File: src/rtl/imu_frame_pkg.sv
// Shared types and defaults for the IMU frame deserializer.
package imu_frame_pkg;

  typedef enum logic {
    HUNT = 1'b0,
    DATA = 1'b1
  } state_t;

  localparam int          WORD_W_DEF          = 16;
  localparam logic [15:0] SYNC_WORD_DEF       = 16'hA55A;
  localparam int          WORDS_PER_FRAME_DEF = 6;
  localparam int          IDX_W               = 3;

endpackage

File: src/rtl/imu_frame_deserializer_sipo_shift_reg.sv
// Enabled serial-in shift register; o_next is the value the register takes on an enabled edge.
module sipo_shift_reg #(
  parameter int WORD_W = 16
) (
  input  logic              i_clk,
  input  logic              i_rst,
  input  logic              i_en,
  input  logic              i_clr,
  input  logic              i_si,
  output logic [WORD_W-1:0] o_next
);

  logic [WORD_W-1:0] r_sh;

  assign o_next = {r_sh[WORD_W-2:0], i_si};

  always_ff @(posedge i_clk or posedge i_rst) begin
    if (i_rst) begin
      r_sh <= '0;
    end else if (i_en) begin
      r_sh <= i_clr ? '0 : o_next;
    end
  end

endmodule

File: src/rtl/imu_frame_deserializer.sv
// Sync-hunting IMU frame receiver with a valid/ready word output.
// Optional trailing checksum word enabled by defining FRAME_CHECKSUM_EN.
module imu_frame_deserializer
  import imu_frame_pkg::*;
#(
  parameter int                WORD_W          = WORD_W_DEF,
  parameter int                WORDS_PER_FRAME = WORDS_PER_FRAME_DEF,
  parameter logic [WORD_W-1:0] SYNC_WORD       = SYNC_WORD_DEF
) (
  input  logic              clk,
  input  logic              rst,
  input  logic              on,
  input  logic              si,
  output logic [WORD_W-1:0] word_out,
  output logic [IDX_W-1:0]  word_idx,
  output logic              word_valid,
  input  logic              word_ready,
  output logic              frame_done,
`ifdef FRAME_CHECKSUM_EN
  output logic              chk_err,
`endif
  output logic              overrun
);

  localparam int               CNT_W    = $clog2(WORD_W);
  localparam logic [CNT_W-1:0] LAST_BIT = CNT_W'(WORD_W - 1);
`ifdef FRAME_CHECKSUM_EN
  // The checksum occupies the slot after the last data word.
  localparam logic [IDX_W-1:0] LAST_IDX = IDX_W'(WORDS_PER_FRAME);
`else
  localparam logic [IDX_W-1:0] LAST_IDX = IDX_W'(WORDS_PER_FRAME - 1);
`endif

  state_t            r_state;
  logic [CNT_W-1:0]  r_bit_cnt;
  logic [IDX_W-1:0]  r_word_cnt;
  logic [WORD_W-1:0] r_word_out;
  logic [IDX_W-1:0]  r_word_idx;
  logic              r_valid;
  logic              r_frame_done;
  logic              r_overrun;
`ifdef FRAME_CHECKSUM_EN
  logic [WORD_W-1:0] r_sum;
  logic              r_chk_err;
`endif

  logic [WORD_W-1:0] w_next;
  logic              w_word_done;
  logic              w_frame_end;
  logic              w_is_data;
  logic              w_can_load;

  assign w_word_done = on && (r_state == DATA) && (r_bit_cnt == LAST_BIT);
  assign w_frame_end = w_word_done && (r_word_cnt == LAST_IDX);
  assign w_can_load  = !r_valid || word_ready;
`ifdef FRAME_CHECKSUM_EN
  assign w_is_data   = (r_word_cnt != LAST_IDX);
`else
  assign w_is_data   = 1'b1;
`endif

  // Clearing on frame end keeps trailing data bits from forming a false sync.
  sipo_shift_reg #(.WORD_W(WORD_W)) u_sipo (
    .i_clk  (clk),
    .i_rst  (rst),
    .i_en   (on),
    .i_clr  (w_frame_end),
    .i_si   (si),
    .o_next (w_next)
  );

  always_ff @(posedge clk or posedge rst) begin
    if (rst) begin
      r_state      <= HUNT;
      r_bit_cnt    <= '0;
      r_word_cnt   <= '0;
      r_word_out   <= '0;
      r_word_idx   <= '0;
      r_valid      <= 1'b0;
      r_frame_done <= 1'b0;
      r_overrun    <= 1'b0;
`ifdef FRAME_CHECKSUM_EN
      r_sum        <= '0;
      r_chk_err    <= 1'b0;
`endif
    end else begin
      r_frame_done <= 1'b0;
`ifdef FRAME_CHECKSUM_EN
      r_chk_err    <= 1'b0;
`endif
      if (r_valid && word_ready) begin
        r_valid <= 1'b0;
      end
      if (on) begin
        if (r_state == HUNT) begin
          if (w_next == SYNC_WORD) begin
            r_state    <= DATA;
            r_bit_cnt  <= '0;
            r_word_cnt <= '0;
`ifdef FRAME_CHECKSUM_EN
            r_sum      <= '0;
`endif
          end
        end else begin
          r_bit_cnt <= r_bit_cnt + 1'b1;
          if (r_bit_cnt == LAST_BIT) begin
            r_word_cnt <= r_word_cnt + 1'b1;
            if (w_is_data) begin
`ifdef FRAME_CHECKSUM_EN
              r_sum <= r_sum + w_next;
`endif
              // A load on the draining edge overrides the valid clear above.
              if (w_can_load) begin
                r_word_out <= w_next;
                r_word_idx <= r_word_cnt;
                r_valid    <= 1'b1;
              end else begin
                r_overrun  <= 1'b1;
              end
            end
            if (r_word_cnt == LAST_IDX) begin
              r_state      <= HUNT;
              r_frame_done <= 1'b1;
`ifdef FRAME_CHECKSUM_EN
              r_chk_err    <= (w_next != r_sum);
`endif
            end
          end
        end
      end
    end
  end

  assign word_out   = r_word_out;
  assign word_idx   = r_word_idx;
  assign word_valid = r_valid;
  assign frame_done = r_frame_done;
  assign overrun    = r_overrun;
`ifdef FRAME_CHECKSUM_EN
  assign chk_err    = r_chk_err;
`endif

endmodule

File: config.mk
export PLATFORM = sky130hd
export DESIGN_NAME = imu_frame_deserializer
export DESIGN_NICKNAME = d
export VERILOG_FILES = /design/src/rtl/imu_frame_pkg.sv /design/src/rtl/imu_frame_deserializer_sipo_shift_reg.sv /design/src/rtl/imu_frame_deserializer.sv
export SDC_FILE = /design/constraint.sdc
export NUM_CORES = 1
export LEC_CHECK = 0
export CAP_MARGIN = 40
export CORE_MARGIN = 5
export CORE_UTILIZATION = 40
export DETAILED_ROUTE_END_ITERATION = 8
export MAX_ROUTING_LAYER = met4
export SYNTH_ARGS = -nofsm -noshare
export SYNTH_HDL_FRONTEND = slang
export SYNTH_SLANG_ARGS = --single-unit
File: constraint.sdc
create_clock -name clk -period 2.28 [get_ports clk]
set_input_delay 0.342 -clock clk [delete_from_list [all_inputs] [get_ports clk]]
set_output_delay 0.342 -clock clk [all_outputs]
set_load 0.1 [all_outputs]
== Word-level counts from Yosys, hierarchy flattened ==
Index checks and enable logic that the tools add are counted.

* Add/sub/neg operators: 2
* Equal/unequal tests: 4
* Mux-type cells: 19
* Reductions and logical operators: 11
* Bitwise gates (word level): 1

{| class="wikitable"
|+ Operators with widths
! kind !! number
|-
| equality test 16 bit, second input constant || 1
|-
| two-way mux 15 bit || 1
|-
| two-way mux 1 bit || 13
|-
| two-way mux 3 bit || 3
|-
| two-way mux 4 bit || 2
|-
| AND reduction 4 bit || 2
|-
| adder 4 x 1 -> 4 bit, second input constant || 1
|-
| equality test 4 bit, second input constant || 1
|-
| logical AND 1 bit || 4
|-
| adder 3 x 1 -> 3 bit, second input constant || 1
|-
| equality test 3 bit, second input constant || 1
|-
| AND reduction 3 bit || 1
|-
| != test 2 x 1 -> 1 bit, second input constant || 1
|-
| AND reduction 2 bit || 1
|-
| nonzero test 2 bit || 1
|-
| logical NOT 1 bit || 1
|-
| logical OR 1 bit || 1
|-
| inverter 1 bit || 1
|}

* Bits in registers: 45
* Word-level logic and storage cells: 46
* Input port bits: 5
* Output and inout port bits: 22

== Longest topological paths before layout ==
Gate-level depths: netlist (run 1).

* Word-level depth: 6
* Mapped depth: 7
* Depth with buffers taken out: 6

== By module ==
From an unflattened synthesis (run 1), not the netlist that was laid out.

* Cells, all modules: 144
* Area total of the unflattened synthesis: 1953.1 um^2

{| class="wikitable"
|+ By module, submodules not included
! module !! cells each !! sequential area each (um^2) !! instances !! area each (um^2)
|-
| imu_frame_deserializer || 99 || 750.7 || 1 || 1346.3
|-
| sipo_shift_reg || 45 || 375.4 || 1 || 606.8
|}

== Worst setup path after synthesis (run 1) ==
No wires, ideal clock.

* Path kind: register -> register
* From: reg r_valid (netlist: word_valid)
* To: reg r_word_idx[0] (netlist: word_idx[0])
* Required time: 2.154 ns
* Stages on the path, launching flop included: 5
* Library setup time: 0.126 ns
* Period minus slack after synthesis: 2.016 ns
* Arrival: 1.890 ns
* Path buffers: 1
* Slack: 0.264 ns
* Cell sequence: dfrtp_1 > nor2b_1 > nor2_8 > buf_12 > mux2_4

* Word-level cells in the longest chain between the ends: 3

{| class="wikitable"
|+ RTL lines
! item !! line !! RTL
|-
| start, declared || imu_frame_deserializer.sv:39 || <nowiki>logic r_valid;</nowiki>
|-
| start signal, assigned || imu_frame_deserializer.sv:79 || <nowiki>r_valid <= 1'b0;</nowiki>
|-
| start signal, assigned || imu_frame_deserializer.sv:92 || <nowiki>r_valid <= 1'b0;</nowiki>
|-
| start signal, assigned || imu_frame_deserializer.sv:116 || <nowiki>r_valid <= 1'b1;</nowiki>
|-
| logical NOT 1 bit || imu_frame_deserializer.sv:55 || <nowiki>assign w_can_load = !r_valid || word_ready;</nowiki>
|-
| logical OR 1 bit || imu_frame_deserializer.sv:55 ||
|-
| AND reduction 4 bit (no line) || -- ||
|-
| end signal, assigned || imu_frame_deserializer.sv:115 || <nowiki>r_word_idx <= r_word_cnt;</nowiki>
|-
| end, declared || imu_frame_deserializer.sv:38 || <nowiki>logic [IDX_W-1:0] r_word_idx;</nowiki>
|}

Every way passes these cells.
A chain may end at the register's enable or synchronous reset.

== Worst setup path in the final report (run 1) ==
* From: reg r_bit_cnt[0]
* To: reg r_word_out[6] (netlist: word_out[6])

* Word-level cells in the longest chain between the ends: 2

{| class="wikitable"
|+ RTL lines
! item !! line !! RTL
|-
| start, declared || imu_frame_deserializer.sv:35 || <nowiki>logic [CNT_W-1:0] r_bit_cnt;</nowiki>
|-
| start signal, assigned || imu_frame_deserializer.sv:105 || <nowiki>r_bit_cnt <= r_bit_cnt + 1'b1;</nowiki>
|-
| equality test 4 bit || imu_frame_deserializer.sv:106 || <nowiki>if (r_bit_cnt == LAST_BIT) begin</nowiki>
|-
| AND reduction 4 bit (no line) || -- ||
|-
| end signal, assigned || imu_frame_deserializer.sv:114 || <nowiki>r_word_out <= w_next;</nowiki>
|-
| end, declared || imu_frame_deserializer.sv:37 || <nowiki>logic [WORD_W-1:0] r_word_out;</nowiki>
|}

Every way passes these cells.

==> results.tsv, run 1 <==
stage	metric	value	unit
run_status	status	complete, no violations	
die	Boundary Pins	27	
placement	dpl hpwl	2650	um
pwr	PnR Total Power	1.56	mW
final_layout	layout cell share with drive strength beyond 1	0.291	
cts	Root Driver	clkbuf_8	
yosys	largest cells by area after synthesis	dfrtp_1 58%, mux2_4 7.7%, mux2_2 5.2%	
die	initial core utilization	0.413	
timing	RSZ-0062 raised after global routing	no	
drt	vias per cell	4.71	
setup_path	worst reg-to-reg path cell count	5	
yosys	Mapped Nets	171	
die	core area	4720	sq um
yosys	register area share after synthesis	0.577	
timing	slew margin rel.	0.563	
setup_path	critical path's slowest cell	dfrtp_1	
cts	TritonCTS Buffers	5	
placement	Final GP Congestion	0.778	
cts	Post-CTS Resized	0	
cts	CTS tree	done	
final_layout	area grow syn2layout	20.3	%
drt	wire length per cell	13.9	um
yosys	Syn. warnings	0	
setup_path	critical path required time	2.46	ns
timing	final setup margin	0.421	ns
drt	final antenna-violating net count	0	
yosys	leading area contributor after synthesis	dfrtp_1	
setup_path	Worst setup SP type	flip-flop	
cts	number of setup buffers added after CTS	0	
global_routing	met3 Use GR	0.0418	
timing	Worst-Margin Slew	0.651	ns
job	Max-Cap Viols	0	
setup_path	Crit. End Element	flip-flop	
pwr	Peak supply drop	0.000403	V
drt	DRC	0	
die	DIE WIDTH	79.8	um
drt	initial DRC count	66	
setup_path	R2R Path End	word_out[6]	
setup_path	CP Max Fanout	19	
pwr	Pint	1.23	mW
yosys	Synth Area per Inst	12.0	sq um
die	die height	79.8	um
pwr	Lkg Pwr	1.16	nW
timing	Setup TNS	0	ns
pwr	switching pwr	0.338	mW
timing	Setup violations, final	0	
pwr	Logic pwr share	0.052	
die	Row Count	25	
setup_path	Critical Path Max Stage Delay	0.40	ns
global_routing	met2 Use GR	0.212	
yosys	Synth top area share	0.577	
yosys	Seq cells post-synth	45	
pwr	Sw Share	0.216	
cts	CTS Hold Bufs	0	
cts	Skew-Pair Late Insertion Delay	0.29	ns
timing	Worst Skew	0.00445	ns
global_routing	largest net degree at the start of global routing	21	
timing	Hold Fails Final Rpt	0	
placement	Port Buffers	26	
pwr	Flop pwr share	0.559	
drt	DR vias	1240	
yosys	Post-Syn Instances	163	
cts	CTS Buffer Depth	2	
global_routing	met1 usage	0.173	
cts	# clock sinks	45	
global_routing	GR peak layer	met2	
yosys	Netlist cell types	34	
cts	Clock transition at path regs	0.08	ns
worst_hold_path	Hold Crit Class	in2async	
global_routing	initial antenna violation count	0	
final_layout	diode count	0	
drt	final WL	3660	um
die	die area	6370	sq um
setup_path	crit-path cells	ha_1, nand3_2, nand2b_4, nor2_8, mux2_2	
global_routing	GRT Residual Overflow	0	
final_layout	Final nets	203	
global_routing	global-route wire length before repair	6670	um
timing	min cycle time layout	1.86	ns
placement	DP Worst Slack	0.299	ns
timing	Hold WS	0.361	ns
global_routing	vias in the first global route	1340	
timing	Slew Viols, Final	0	
yosys	synthesized area	1950	sq um
setup_path	setup slack, reg-to-reg	0.42	ns
timing	final period utilization	0.815	
pwr	PwrDens	667	nW/um^2
timing	Max Clock Freq	538	MHz
setup_path	Critical Path AT	2.04	ns
setup_path	critical path class	reg2reg	
drt	drt pass-1 iters	5	
global_routing	Total GRT Usage	0.139	
pwr	Clk pwr share	0.388	
setup_path	FF-to-FF Start	r_bit_cnt[0]	
cts	htree depth	2	
## cells in the mapped netlist
cell / count
a21o_1: 1
a31oi_1: 2
and2_4: 1
and2b_1: 1
and4b_1: 2
and4bb_2: 1
buf_12: 1
buf_2: 1
clkbuf_1: 2
dfrtp_1: 45
ha_1: 3
inv_1: 19
mux2_2: 9
mux2_4: 10
mux2i_1: 2
nand2_1: 20
nand2b_4: 1
nand3_1: 3
nand3_2: 1
nand4_1: 2
nor2_1: 5
nor2_8: 1
nor2b_1: 2
nor3_1: 1
nor4_1: 1
o211ai_1: 1
o21a_1: 1
o21ai_0: 18
o22a_1: 1
o22ai_1: 1
o2bb2ai_1: 1
o32a_1: 1
or2_2: 1
xnor2_1: 1
## logic make-up (layout without fill, tap and decap cells)
family | Yosys count | in the layout | synth area share
AO/OA/AOI/OAI | 27 | 27 | 0.0815
XOR/XNOR | 1 | 1 | 0.00449
adder cells (fa/ha/maj) | 3 | 3 | 0.0192
buffers and inverters | 23 | 56 | 0.0532
flip-flops | 45 | 45 | 0.577
multiplexers | 21 | 21 | 0.139
AND/OR/NAND/NOR | 43 | 43 | 0.125
## metal layers
metal	routed length, um	vias up
li1	-	612
met1	1760	601
met2	1730	21
met3	125	6
met4	51	0
met5	0	-
## stage by stage
stage | cells | area [sq um] | util
floorplan | 163 | 1950 | -
global placement | 255 | 2230 | 0.472
detailed placement | 255 | 2230 | 0.472
CTS | 263 | 2350 | 0.497
global route | 263 | 2350 | 0.497
finish | 263 | 2350 | 0.497
## power groups by stage
stage / sequential, mW / clock, mW / combinational, mW
2_1_floorplan: 0.879 / 0 / 0.0590
3_3_place_gp: 0.891 / 0 / 0.0802
3_5_place_dp: 0.892 / 0 / 0.0834
4_1_cts: 0.876 / 0.627 / 0.0849
5_1_grt: 0.883 / 0.666 / 0.100
6_report: 0.875 / 0.608 / 0.0818
## sequential cells by signal, summed over array words and instances, names as in the netlist
register / count
frame_done: 1
r_state: 1
r_word_cnt: 3
word_out: 16
r_bit_cnt: 4
overrun: 1
word_valid: 1
u_sipo.r_sh: 15
word_idx: 3
## cells in the final DEF (no fill, tap or decap), types with 2 or more instances in the layout
master           synthesis  layout
ha_1                     3       3
clkbuf_8                 0       6
o21ai_0                 18      18
mux2i_1                  2       2
nand2_1                 20      20
nand3_1                  3       3
nor2b_1                  2       2
nand4_1                  2       2
mux2_2                   9       9
a31oi_1                  2       2
clkdlybuf4s50_1          0       4
mux2_4                  10      10
and4b_1                  2       2
nor2_1                   5       5
buf_4                    0      25
inv_1                   19      18
dfrtp_1                 45      45
## worst max-delay path by stage
stage | startpoint | end | slack [ns]
floorplan | word_valid | word_idx[0] | 0.26
global placement | on | word_out[13] | 0.35
detailed placement | on | word_out[14] | 0.30
CTS | r_bit_cnt[0] | word_out[9] | 0.39
global route | r_bit_cnt[0] | word_out[6] | 0.31
finish | r_bit_cnt[0] | word_out[6] | 0.42
## worst max-delay path: cells and delay by family, from the launching register on
kind / cells / cell delay [ns]
adders and majority gates: 1 / 0.27
DFF: 1 / 0.40
muxes: 1 / 0.38
and+or+nand+nor: 3 / 0.69
## cell type report
cell class	count	area, sq um
sequential	45	1130
fill	418	2380
timing repair buffer	29	228
clock buffer	7	86.3
tap	67	83.8
clock inverter	1	30.0
inverter	19	71.3
multi-input combinational	95	721
Power figures use the tool's default switching activity.
==> run 2, diff against run 1 <==
==> constraint.sdc (replaced) <==
create_clock -name clk -period 1.8 [get_ports clk]
set_input_delay 0.27 -clock clk [delete_from_list [all_inputs] [get_ports clk]]
set_output_delay 0.27 -clock clk [all_outputs]
set_load 0.1 [all_outputs]
==> results.tsv, run 2 (synthesis results as in run 1) <==
stage	metric	value	unit
timing	Worst-Margin Slew	0.480	ns
timing	Max Clock Freq	613	MHz
timing	RSZ-0062 raised after global routing	no	
cts	Clock transition at path regs	0.08	ns
cts	CTS Hold Bufs	0	
timing	final setup margin	0.169	ns
final_layout	layout cell share with drive strength beyond 1	0.317	
die	Row Count	25	
timing	min cycle time layout	1.63	ns
timing	Setup violations, final	0	
worst_hold_path	Hold Crit Class	in2async	
placement	Final GP Congestion	0.733	
cts	number of setup buffers added after CTS	0	
cts	CTS Buffer Depth	2	
drt	final antenna-violating net count	0	
timing	Slew Viols, Final	0	
die	die height	79.8	um
job	Max-Cap Viols	0	
global_routing	vias in the first global route	1302	
timing	slew margin rel.	0.680	
drt	initial DRC count	83	
setup_path	Critical Path AT	1.81	ns
global_routing	met3 Use GR	0.0418	
global_routing	largest net degree at the start of global routing	46	
timing	Setup TNS	0	ns
cts	htree depth	2	
global_routing	met2 Use GR	0.200	
final_layout	most common cell after layout, fill and taps aside	dfrtp_1	
cts	Skew-Pair Late Insertion Delay	0.29	ns
cts	CTS tree	done	
run_status	status	complete, no violations	
die	die area	6370	sq um
global_routing	GR peak layer	met2	
timing	Hold Fails Final Rpt	0	
final_layout	most used cells in the layout excluding fill and tap cells	44 x dfrtp_1, 21 x buf_4, 20 x nand2_1	
pwr	Lkg Pwr	1.22	nW
cts	TritonCTS Buffers	5	
global_routing	GRT Residual Overflow	0	
die	DIE WIDTH	79.8	um
die	initial core utilization	0.413	
cts	# clock sinks	45	
pwr	Peak supply drop	0.000414	V
placement	Port Buffers	26	
drt	final WL	3590	um
timing	Worst Skew	0.00363	ns
drt	vias per cell	4.84	
pwr	PwrDens	790	nW/um^2
cts	Root Driver	clkbuf_8	
drt	drt pass-1 iters	4	
setup_path	critical path class	reg2reg	
global_routing	global-route wire length before repair	6350	um
placement	dpl hpwl	2630	um
setup_path	Worst setup SP type	flip-flop	
drt	DRC	0	
setup_path	CP Max Fanout	7	
final_layout	diode count	0	
final_layout	Final nets	209	
die	Boundary Pins	27	
drt	DR vias	1301	
drt	wire length per cell	13.4	um
final_layout	fillers	403	
die	core area	4720	sq um
cts	Post-CTS Resized	0	
global_routing	initial antenna violation count	0	
final_layout	max reg flops	16	
setup_path	Crit. End Element	flip-flop	
global_routing	Total GRT Usage	0.132	
global_routing	met1 usage	0.168	
placement	DP Worst Slack	0.0500	ns
setup_path	critical path required time	1.98	ns
timing	final period utilization	0.906	
final_layout	area grow syn2layout	29.1	%
[run 2: cell types whose count changed in the layout (fill, tap and decap cells not counted), sizes merged]
cell and delta:
buf +6
[run 2: metal layers]
| metal | vias up | part of all wire |
|---|---|---|
| li1 | 622 | - |
| met1 | 642 | 0.46 |
| met2 | 30 | 0.48 |
| met3 | 7 | 0.051 |
| met4 | 0 | 0.013 |
| met5 | - | 0 |
[run 2: final cells by class]
| type | count | area [sq um] | area share |
|---|---|---|---|
| clock buffer | 7 | 86.3 | 0.0343 |
| clock inverter | 1 | 30.0 | 0.0119 |
| inverter | 19 | 71.3 | 0.0283 |
| multi-input combinational | 95 | 721 | 0.286 |
| sequential | 45 | 1130 | 0.448 |
| tap | 67 | 83.8 | 0.0333 |
| timing repair buffer | 35 | 398 | 0.158 |
[run 2: worst paths after layout]
kind / from / end / slack [ns] / cells after the start
hold / removal: rst / word_out[15] / 0.32 / 3
max in group asynchronous: rst / word_valid / 1.26 / 3
hold reg to reg: word_out[5] / word_out[5] / 0.51 / 1
setup / recovery: r_bit_cnt[0] / word_out[14] / 0.17 / 6
min in group clk: word_out[5] / word_out[5] / 0.51 / 1
setup reg to reg: r_bit_cnt[0] / word_out[14] / 0.17 / 6
[run 2: critical path, cell delays in order (launching register included)]
cell and delay (ns):
dfrtp_1 0.40, ha_1 0.20, nand3_2 0.10, nand2b_4 0.19, nor2_8 0.15, buf_12 0.14, mux2_2 0.33
[run 2: through the flow]
step	cell area, sq um	std cells	hold WS [ns]	total power, mW	utilization
after floorplan	1950	163	0.387	1.19	-
after CTS	2520	269	0.330	2.01	0.533
final	2520	269	0.321	1.99	0.533
after global routing	2520	269	0.349	2.09	0.533
after detailed placement	2400	261	0.495	1.24	0.508
after global placement	2400	261	0.493	1.24	0.508
[run 2: report_power, final]
| group | internal [mW] | switching (mW) |
|---|---|---|
| registers | 1.06 | 0.0514 |
| clock network | 0.452 | 0.320 |
| logic | 0.0452 | 0.0599 |
